File: src/rtl/seq_detect_pkg.sv
// seq_detect_pkg: shared state type and default parameters for the serial pattern detector
package seq_detect_pkg;

   typedef enum logic {SEARCH, HIT} state_t;

   localparam int         DEF_PAT_W         = 4;
   localparam logic [3:0] DEF_RESET_PATTERN = 4'b1010;
   localparam int         DEF_CNT_W         = 8;

endpackage

File: src/rtl/seq_detect_sat_cnt.sv
// seq_detect_sat_cnt: saturating up-counter, clear beats increment
module seq_detect_sat_cnt #(
   parameter int CNT_W = 8
) (
   input  logic             clk,
   input  logic             rst_n,
   input  logic             inc,
   input  logic             clr,
   output logic [CNT_W-1:0] cnt
);

   // count up on inc, stick at all-ones, clear on reset or clr
   always_ff @(posedge clk) begin
      if (!rst_n || clr) cnt <= '0;
      else if (inc && cnt != '1) cnt <= cnt + 1'b1;
   end

endmodule

File: src/rtl/seq_detect_param.sv
// seq_detect_param: Moore serial pattern detector with reloadable pattern and match counter
module seq_detect_param
   import seq_detect_pkg::*;
#(
   parameter int               PAT_W         = DEF_PAT_W,
   parameter logic [PAT_W-1:0] RESET_PATTERN = DEF_RESET_PATTERN,
   parameter int               CNT_W         = DEF_CNT_W
) (
   input  logic             clk,
   input  logic             rst_n,
   input  logic             din,
   input  logic             din_valid,
   input  logic             overlap_en,
   input  logic             pat_load,
   input  logic [PAT_W-1:0] pat_in,
   input  logic             cnt_clr,
   output logic             match,
   output logic [CNT_W-1:0] match_cnt
);

   localparam int             FW   = $clog2(PAT_W + 1);
   localparam logic [FW-1:0]  FULL = FW'(PAT_W);

   logic [PAT_W-1:0] pattern_q, pattern_nx, hist, hist_nx, hist_sh;
   logic [FW-1:0]    fill, fill_nx, fill_inc;
   state_t           state, state_nx;
   logic             hit;

   // next-state: a load wipes history, an accepted bit shifts in and may hit;
   // fill gates the comparator so cleared zeros in hist never match
   always_comb begin
      hist_sh    = {hist[PAT_W-2:0], din};
      fill_inc   = (fill == FULL) ? FULL : fill + 1'b1;
      hit        = din_valid && !pat_load && fill_inc == FULL && hist_sh == pattern_q;
      pattern_nx = pat_load ? pat_in : pattern_q;
      hist_nx    = pat_load ? '0 : din_valid ? hist_sh : hist;
      fill_nx    = pat_load ? '0 : !din_valid ? fill : (hit && !overlap_en) ? '0 : fill_inc;
      state_nx   = pat_load ? SEARCH : !din_valid ? state : hit ? HIT : SEARCH;
   end

   // state registers with synchronous active-low reset
   always_ff @(posedge clk) begin
      if (!rst_n) begin
         pattern_q <= RESET_PATTERN;
         hist      <= '0;
         fill      <= '0;
         state     <= SEARCH;
      end else begin
         pattern_q <= pattern_nx;
         hist      <= hist_nx;
         fill      <= fill_nx;
         state     <= state_nx;
      end
   end

   assign match = (state == HIT);

   seq_detect_sat_cnt #(.CNT_W(CNT_W)) u_cnt (
      .clk   (clk),
      .rst_n (rst_n),
      .inc   (hit),
      .clr   (cnt_clr),
      .cnt   (match_cnt)
   );

endmodule

File: config.mk
export PLATFORM = sky130hd
export DESIGN_NAME = seq_detect_param
export DESIGN_NICKNAME = d
export VERILOG_FILES = /design/src/rtl/seq_detect_pkg.sv /design/src/rtl/seq_detect_sat_cnt.sv /design/src/rtl/seq_detect_param.sv
export SDC_FILE = /design/constraint.sdc
export NUM_CORES = 1
export LEC_CHECK = 0
export CORE_UTILIZATION = 50
export CTS_BUF_LIST = sky130_fd_sc_hd__clkbuf_8
export DETAILED_ROUTE_END_ITERATION = 10
export GPL_TIMING_DRIVEN = 0
export PLACE_DENSITY = 0.88
export SLEW_MARGIN = 20
export SYNTH_ARGS = -nofsm -noshare
export SYNTH_HDL_FRONTEND = slang
export SYNTH_SLANG_ARGS = --single-unit
File: constraint.sdc
create_clock -name clk -period 4.4 [get_ports clk]
set_clock_uncertainty 0.15 [all_clocks]
set_input_delay 0.66 -clock clk [delete_from_list [all_inputs] [get_ports clk]]
set_output_delay 0.66 -clock clk [all_outputs]
set_load 0.02 [all_outputs]
==> impl_metrics.json, run 1 <==
{
  "yosysUniqueCellTypes": 31,
  "max_slew_margin_pct": 66.4,
  "combPwrFrac_pct": 8.3,
  "r2r_cells": 8,
  "crit_start": "din",
  "fin_util_pct": 68.6,
  "cts_tree": "done",
  "hold_viol_final": 0,
  "fp.dieH_um": 46.2,
  "clk_latency_ns": 0.26,
  "seq_power_share_pct": 55.0,
  "period_share_pct": 54.9,
  "cts_buffer_depth": 2,
  "start_util_pct": 54.8,
  "rows": 15,
  "routed_via_density": 5.63,
  "seq_area_um2": 380,
  "r2r_end": "u_cnt.cnt[4]$_SDFFE_PP0P_",
  "critPathMaxFanout": 10,
  "cts.clk_slew.worst_paths_ns": 0.07,
  "netlist_area_um2": 977,
  "gp_congestion": 0.824,
  "holdBufCountCts": 0,
  "ys_warn_count": 0,
  "drc": 0,
  "startpoint_type": "primary input",
  "hold_class": "reg -> reg",
  "fmax_mhz": 414,
  "ant_nets": 0,
  "diodes": 0,
  "clkPwrFrac_pct": 36.7,
  "dieArea_um2": 2140,
  "gr-total-overflow": 0,
  "multi_input_area_um2": 553,
  "fillers": 146,
  "cts_setup_buffers": 0,
  "syn_area_per_cell_um2": 8.72,
  "grt_pass1_vias": 836,
  "stdcell_area_um2": 1220,
  "cts_sinks": 19,
  "antenna_found_initial": 0,
  "h-tree-depth": 1,
  "cpMostUsedCell": "a21oi_1",
  "die_w_um": 46.2,
  "num_vias": 889,
  "status": "finished, final reports clean",
  "yosysTopAreaCell": "dfxtp_1",
  "port_buffers": 17,
  "irDropWorstVdd_mv": 0.201,
  "finalSetupViolCount": 0,
  "power.switching_mw": 0.0715,
  "grt_first_pass_wirelength_um": 3330,
  "holdWs_ns": 0.344,
  "tightest_slew_ns": 0.499,
  "syn_nets": 126,
  "hpwl_um": 1560,
  "crit_type": "in -> reg",
  "powerDensity_nw_per_um2": 264,
  "cts-root-buf": "clkbuf_8",
  "stdcell_count": 158,
  "post_cts_resized": 0,
  "netlist_instances": 112,
  "path_cells": "clkdlybuf4s50_1 > xor2_1 > a21oi_1 > nand4_1 > buf_2 > or4_1 > a21oi_1",
  "crit_path_end": "u_cnt.cnt[4]$_SDFFE_PP0P_",
  "p_int_mw": 0.251,
  "cts_buffers": 3,
  "crit_required_ns": 4.43,
  "arrival_ns": 2.45,
  "synth-seq-cells": 19,
  "synth_area_leaders": "dfxtp_1 (39%), mux2i_1 (7.2%), a21oi_1 (5.1%)",
  "r2r_setup_slack_ns": 2.16,
  "drive_above_1_share_pct": 5.26,
  "cp_slowest_cell": "or4_1",
  "wl_um": 2050,
  "dr.pass1.iters": 5,
  "grt_max_degree": 11,
  "worstSetupEndpointType": "flip-flop",
  "layout.nets": 148,
  "detail_route.iter0.violations": 29,
  "avgRoutedWirePerCell_um": 12.9,
  "leakage_nw": 0.427,
  "layout_min_cycle_time_ns": 2.42,
  "cap_violations": 0,
  "area_delta_synth_final_pct": 25.2,
  "swShare_pct": 22.2,
  "place_inst": 154,
  "yosysSeqAreaShare_pct": 38.9,
  "place_area_um2": 1180,
  "r2r_start": "fill[0]$_SDFFE_PP0P_",
  "ios": 20,
  "synth_top_area_share_pct": 38.9,
  "drv_slew": 0,
  "rsz0062_at_grt": "no",
  "core_area_um2": 1780,
  "fin_setup_tns_ns": 0,
  "slowest_delay_ns": 0.50,
  "grt_use_total_pct": 22.1
}
-- cell type report --
cell class | instances | share of cell area (%)
Multi-Input combinational cell | 82 | 45.2
Sequential cell | 19 | 31.1
Timing Repair Buffer | 17 | 13.9
Clock buffer | 3 | 3.37
Tap cell | 25 | 2.56
Inverter | 7 | 2.15
Buffer | 4 | 1.43
Clock inverter | 1 | 0.307
-- registers in the layout, indices dropped and copies added, names as in the netlist --
register	count
fill	3
match	1
pattern_q	4
hist	3
u_cnt.cnt	8
-- cell usage in the layout, fill, tap and decap left out, types with 2 or more instances in the layout --
cell and count:
dfxtp_1 19, clkdlybuf4s50_1 17, a21oi_1 10, nand2_1 9
inv_1 8, mux2i_1 7, nor2_1 7, nand2b_1 5
nand3_1 5, nor2b_1 5, o21ai_0 4, nor3_1 3
and4_1 3, or4_1 3, ha_1 3, clkbuf_8 3
clkbuf_1 2, buf_2 2, or3_1 2, o31ai_1 2
o211ai_1 2
-- critical path, delay by kind of cell --
kind	cells	cell delay, ns
buffers and inverters	2	0.64
and+or+nand+nor	2	0.64
AOI/OAI and AO/OA	2	0.35
xor gates and xnor gates	1	0.16
-- worst min-delay path by stage --
stage / startpoint / to / slack [ns] / cells after the start
after floorplan: pattern_q[1]$_SDFFE_PN1P_ / pattern_q[1]$_SDFFE_PN1P_ / 0.31 / 2
after CTS: u_cnt.cnt[7]$_SDFFE_PP0P_ / u_cnt.cnt[7]$_SDFFE_PP0P_ / 0.35 / 2
after global placement: u_cnt.cnt[7]$_SDFFE_PP0P_ / u_cnt.cnt[7]$_SDFFE_PP0P_ / 0.33 / 2
after detailed placement: pattern_q[1]$_SDFFE_PN1P_ / pattern_q[1]$_SDFFE_PN1P_ / 0.34 / 2
after global routing: pattern_q[1]$_SDFFE_PN1P_ / pattern_q[1]$_SDFFE_PN1P_ / 0.38 / 2
final: u_cnt.cnt[7]$_SDFFE_PP0P_ / u_cnt.cnt[7]$_SDFFE_PP0P_ / 0.34 / 2
-- logic make-up (layout without fill, tap and decap cells) --
| group | Yosys count | count (layout) | synth area share [%] |
|---|---|---|---|
| AO/OA/AOI/OAI | 24 | 24 | 17.3 |
| XOR/XNOR | 1 | 1 | 0.896 |
| adder cells (fa/ha/maj) | 3 | 3 | 3.84 |
| buffers and inverters | 11 | 32 | 4.48 |
| flip-flops | 19 | 19 | 38.9 |
| multiplexers | 7 | 7 | 7.17 |
| AND/OR/NAND/NOR | 47 | 47 | 27.4 |
-- synth_stat cells, drive strengths merged --
master,instances
dfxtp,19
a41o,1
o211ai,2
and4,3
o21ai,4
nand4,1
or4,3
inv,7
a31oi,1
mux2i,7
nand2,9
o31ai,2
a222oi,1
a21boi,1
nor4b,1
nor2b,6
nand3,5
nand2b,5
o21a,1
or3,2
ha,3
xor2,1
nor3,3
a2111oi,1
nand3b,1
clkbuf,2
a21oi,10
buf,2
nor3b,1
nor2,7
-- power groups by stage --
| stage | clock, mW | combinational [mW] | sequential (mW) |
|---|---|---|---|
| after floorplan | 0 | 0.0157 | 0.181 |
| after global placement | 0 | 0.0257 | 0.182 |
| after detailed placement | 0 | 0.0264 | 0.182 |
| after CTS | 0.120 | 0.0265 | 0.178 |
| after global routing | 0.131 | 0.0291 | 0.178 |
| final | 0.118 | 0.0267 | 0.178 |
-- stage by stage --
stage / setup slack (ns) / total power [mW]
6_report: 1.98 / 0.323
5_1_grt: 1.90 / 0.338
4_1_cts: 2.00 / 0.325
3_5_place_dp: 1.73 / 0.208
3_3_place_gp: 1.83 / 0.207
2_1_floorplan: 2.17 / 0.197
-- per-layer routing --
metal	global-route usage, %	wire [um]	vias up
met4	9.41	13	0
met2	37.5	1060	34
li1	-	-	444
met5	0	0	-
met3	5.88	92	2
met1	26.0	883	409
No activity file was read; power rests on OpenSTA's default activity.
==> inputs of run 2 (changes only) <==
--- a/config.mk
+++ b/config.mk
@@ -5,11 +5,11 @@
 export SDC_FILE = /design/constraint.sdc
 export NUM_CORES = 1
 export LEC_CHECK = 0
-export CORE_UTILIZATION = 50
+export CORE_UTILIZATION = 47
 export CTS_BUF_LIST = sky130_fd_sc_hd__clkbuf_8
 export DETAILED_ROUTE_END_ITERATION = 10
 export GPL_TIMING_DRIVEN = 0
-export PLACE_DENSITY = 0.88
+export PLACE_DENSITY = 0.87
 export SLEW_MARGIN = 20
 export SYNTH_ARGS = -nofsm -noshare
 export SYNTH_HDL_FRONTEND = slang
==> constraint.sdc (replaced) <==
create_clock -name clk -period 2 [get_ports clk]
set_clock_uncertainty 0.15 [all_clocks]
set_input_delay 0.3 -clock clk [delete_from_list [all_inputs] [get_ports clk]]
set_output_delay 0.3 -clock clk [all_outputs]
set_load 0.02 [all_outputs]
==> run 2 against run 1 <==
The flow now finishes with violations (negative setup slack). Combinational power grew to 2.6 times the previous value. Clock-buffer cell count unchanged. Sequential power increased by 120%. Wire length increased by 15%. Die area grew 6.1%. Cell count increased by 5.7%. Total power grew 130%. Register-to-register slack got worse by 2.2 ns. Non-clock buffer count rose by 7. Critical endpoint is now u_cnt.cnt[0]$_SDFFE_PP0P_. Largest power group unchanged. Highest routed layer unchanged.
==> impl_metrics.json, run 2 (synthesis results as in run 1) <==
{
  "status": "finished with violations",
  "violations": "negative setup slack",
  "hold_start": "din_valid",
  "drv_slew": 0,
  "max_slew_margin_pct": 72.0,
  "reg.largest.list": "u_cnt.cnt x8, pattern_q x4",
  "antenna_found_initial": 0,
  "avgRoutedWirePerCell_um": 14.1,
  "h-tree-depth": 1,
  "start_util_pct": 49.8,
  "largest_register": "u_cnt.cnt",
  "period_share_pct": 101,
  "num_vias": 954,
  "whs_endpoint": "fill[1]$_SDFFE_PP0P_",
  "slowest_delay_ns": 0.37,
  "cts_buffer_depth": 2,
  "startpoint_type": "flip-flop",
  "fillers": 174,
  "grt_first_pass_wirelength_um": 3330,
  "fmax_mhz": 497,
  "worstSetupEndpointType": "flip-flop",
  "cts_buffers": 3,
  "arrival_ns": 2.06,
  "crit_type": "reg -> reg",
  "wl_met2_um": 1260,
  "ant_nets": 0,
  "gp_congestion": 0.838,
  "powerDensity_nw_per_um2": 544,
  "r2r_end": "u_cnt.cnt[0]$_SDFFE_PP0P_",
  "cts-root-buf": "clkbuf_8",
  "place_inst": 156,
  "dieArea_um2": 2270,
  "routed_via_density": 5.71,
  "gr-total-overflow": 0,
  "hold_class": "in -> reg",
  "cp_slowest_cell": "or3_1",
  "irDropWorstVdd_mv": 0.606,
  "timing.final.ws_setup_ns": -0.0113,
  "mostFrequentLayoutCell": "clkdlybuf4s50_1",
  "clk_latency_ns": 0.26,
  "cts.clk_slew.worst_paths_ns": 0.07,
  "finalSetupViolCount": 1,
  "holdBufCountCts": 0,
  "stdcell_area_um2": 1340,
  "layout.nets": 155,
  "cpMostUsedCell": "buf_6",
  "dr.pass1.iters": 4,
  "cts_tree": "done",
  "core_area_um2": 1960,
  "holdWs_ns": 0.245,
  "place_area_um2": 1180,
  "top_layer_used": "met4",
  "layout_min_cycle_time_ns": 2.01,
  "rows": 16,
  "hpwl_um": 1540,
  "area_delta_synth_final_pct": 37.5,
  "stdcell_count": 167,
  "die_w_um": 47.6,
  "r2r_start": "fill[0]$_SDFFE_PP0P_",
  "fp.dieH_um": 47.6,
  "grt_max_degree": 11,
  "hold_viol_final": 0,
  "port_buffers": 17,
  "ios": 20,
  "grt_pass1_vias": 789,
  "wl_um": 2350,
  "dr_wl_met3_um": 114,
  "leakage_nw": 0.470,
  "cts_sinks": 19,
  "critPathMaxFanout": 6,
  "crit_required_ns": 2.04,
  "grt_use_total_pct": 21.1,
  "tightest_slew_ns": 0.420,
  "path_cells": "inv_2 > ha_4 > a21oi_2 > nand4_1 > buf_6 > buf_6 > or3_1 > a21oi_1",
  "worst-path-buf-inv": 3,
  "detail_route.iter0.violations": 42,
  "layout_common_cells": "clkdlybuf4s50_1 (17), dfxtp_1 (15), a21oi_1 (9), nand2_1 (8)",
  "r2r_setup_slack_ns": -0.01,
  "fin_setup_tns_ns": -0.0113,
  "path_delay_family": "simple AND/OR/NAND/NOR gates",
  "min_delay_path_depth": 3,
  "wl_met1_um": 948,
  "largest_reg_flops": 8,
  "rsz0062_at_grt": "yes",
  "power.total_mw": 0.731,
  "diodes": 0,
  "r2r_cells": 8,
  "drive_above_1_share_pct": 22.1,
  "drc": 0,
  "cap_violations": 0
}
[run 2: changes by cell type in the layout (fill, tap and decap cells not counted), sizes merged]
cell / change
buf: +8
clkbuf: -1
[run 2: per-layer routing]
| metal | vias up | global-route usage (%) |
|---|---|---|
| met1 | 453 | 24.5 |
| met4 | 0 | 8.89 |
| met3 | 2 | 5.28 |
| met2 | 38 | 36.7 |
| met5 | - | 0 |
| li1 | 461 | - |
[run 2: per-stage QoR]
step,setup slack (ns),util [%]
after floorplan,0.0444,-
after global placement,-0.228,60.2
after detailed placement,-0.292,60.2
after CTS,0.000563,65.6
after global routing,-0.0493,68.5
final,-0.0113,68.5
[run 2: worst max-delay path by stage]
stage / end / slack, ns / from / cells past startpoint
after floorplan: u_cnt.cnt[4]$_SDFFE_PP0P_ / 0.04 / fill[0]$_SDFFE_PP0P_ / 8
after global placement: u_cnt.cnt[4]$_SDFFE_PP0P_ / -0.23 / din / 7
after detailed placement: u_cnt.cnt[4]$_SDFFE_PP0P_ / -0.29 / din / 7
after CTS: u_cnt.cnt[4]$_SDFFE_PP0P_ / 0.0006 / hist[0]$_SDFFE_PP0P_ / 6
after global routing: u_cnt.cnt[5]$_SDFFE_PP0P_ / -0.05 / fill[0]$_SDFFE_PP0P_ / 7
final: u_cnt.cnt[0]$_SDFFE_PP0P_ / -0.01 / fill[0]$_SDFFE_PP0P_ / 8
[run 2: area by class of cell]
class                           count  area (um2)  share of cell area [%]
Buffer                              3        20.0                    1.49
Sequential cell                    19         388                    28.9
Clock buffer                        3        41.3                    3.07
Timing Repair Buffer               25         234                    17.4
Clock inverter                      1        3.75                   0.279
Tap cell                           27        33.8                    2.51
Inverter                            7        26.3                    1.96
Multi-Input combinational cell     82         597                    44.4
[run 2: report_power, final]
part	total, mW	internal [mW]	switching [mW]
Sequential	0.391	0.385	0.00632
Combinational	0.0682	0.0371	0.0312
Clock	0.271	0.137	0.135
Total	0.731	0.559	0.172
[run 2: worst register-to-register path, stage by stage (launching register included)]
cell and delay (ns):
dfxtp_2 0.35, inv_2 0.06, ha_4 0.24, a21oi_2 0.17, nand4_1 0.18, buf_6 0.18, buf_6 0.11, or3_1 0.37
a21oi_1 0.13
[run 2: repair_timing]
| item | in CTS | in global routing |
|---|---|---|
| resized for setup | 11 | 11 |
| setup buffers | 4 | 4 |
| endpoints found under the setup margin | 7 | 8 |
| pin swaps | 5 | 9 |
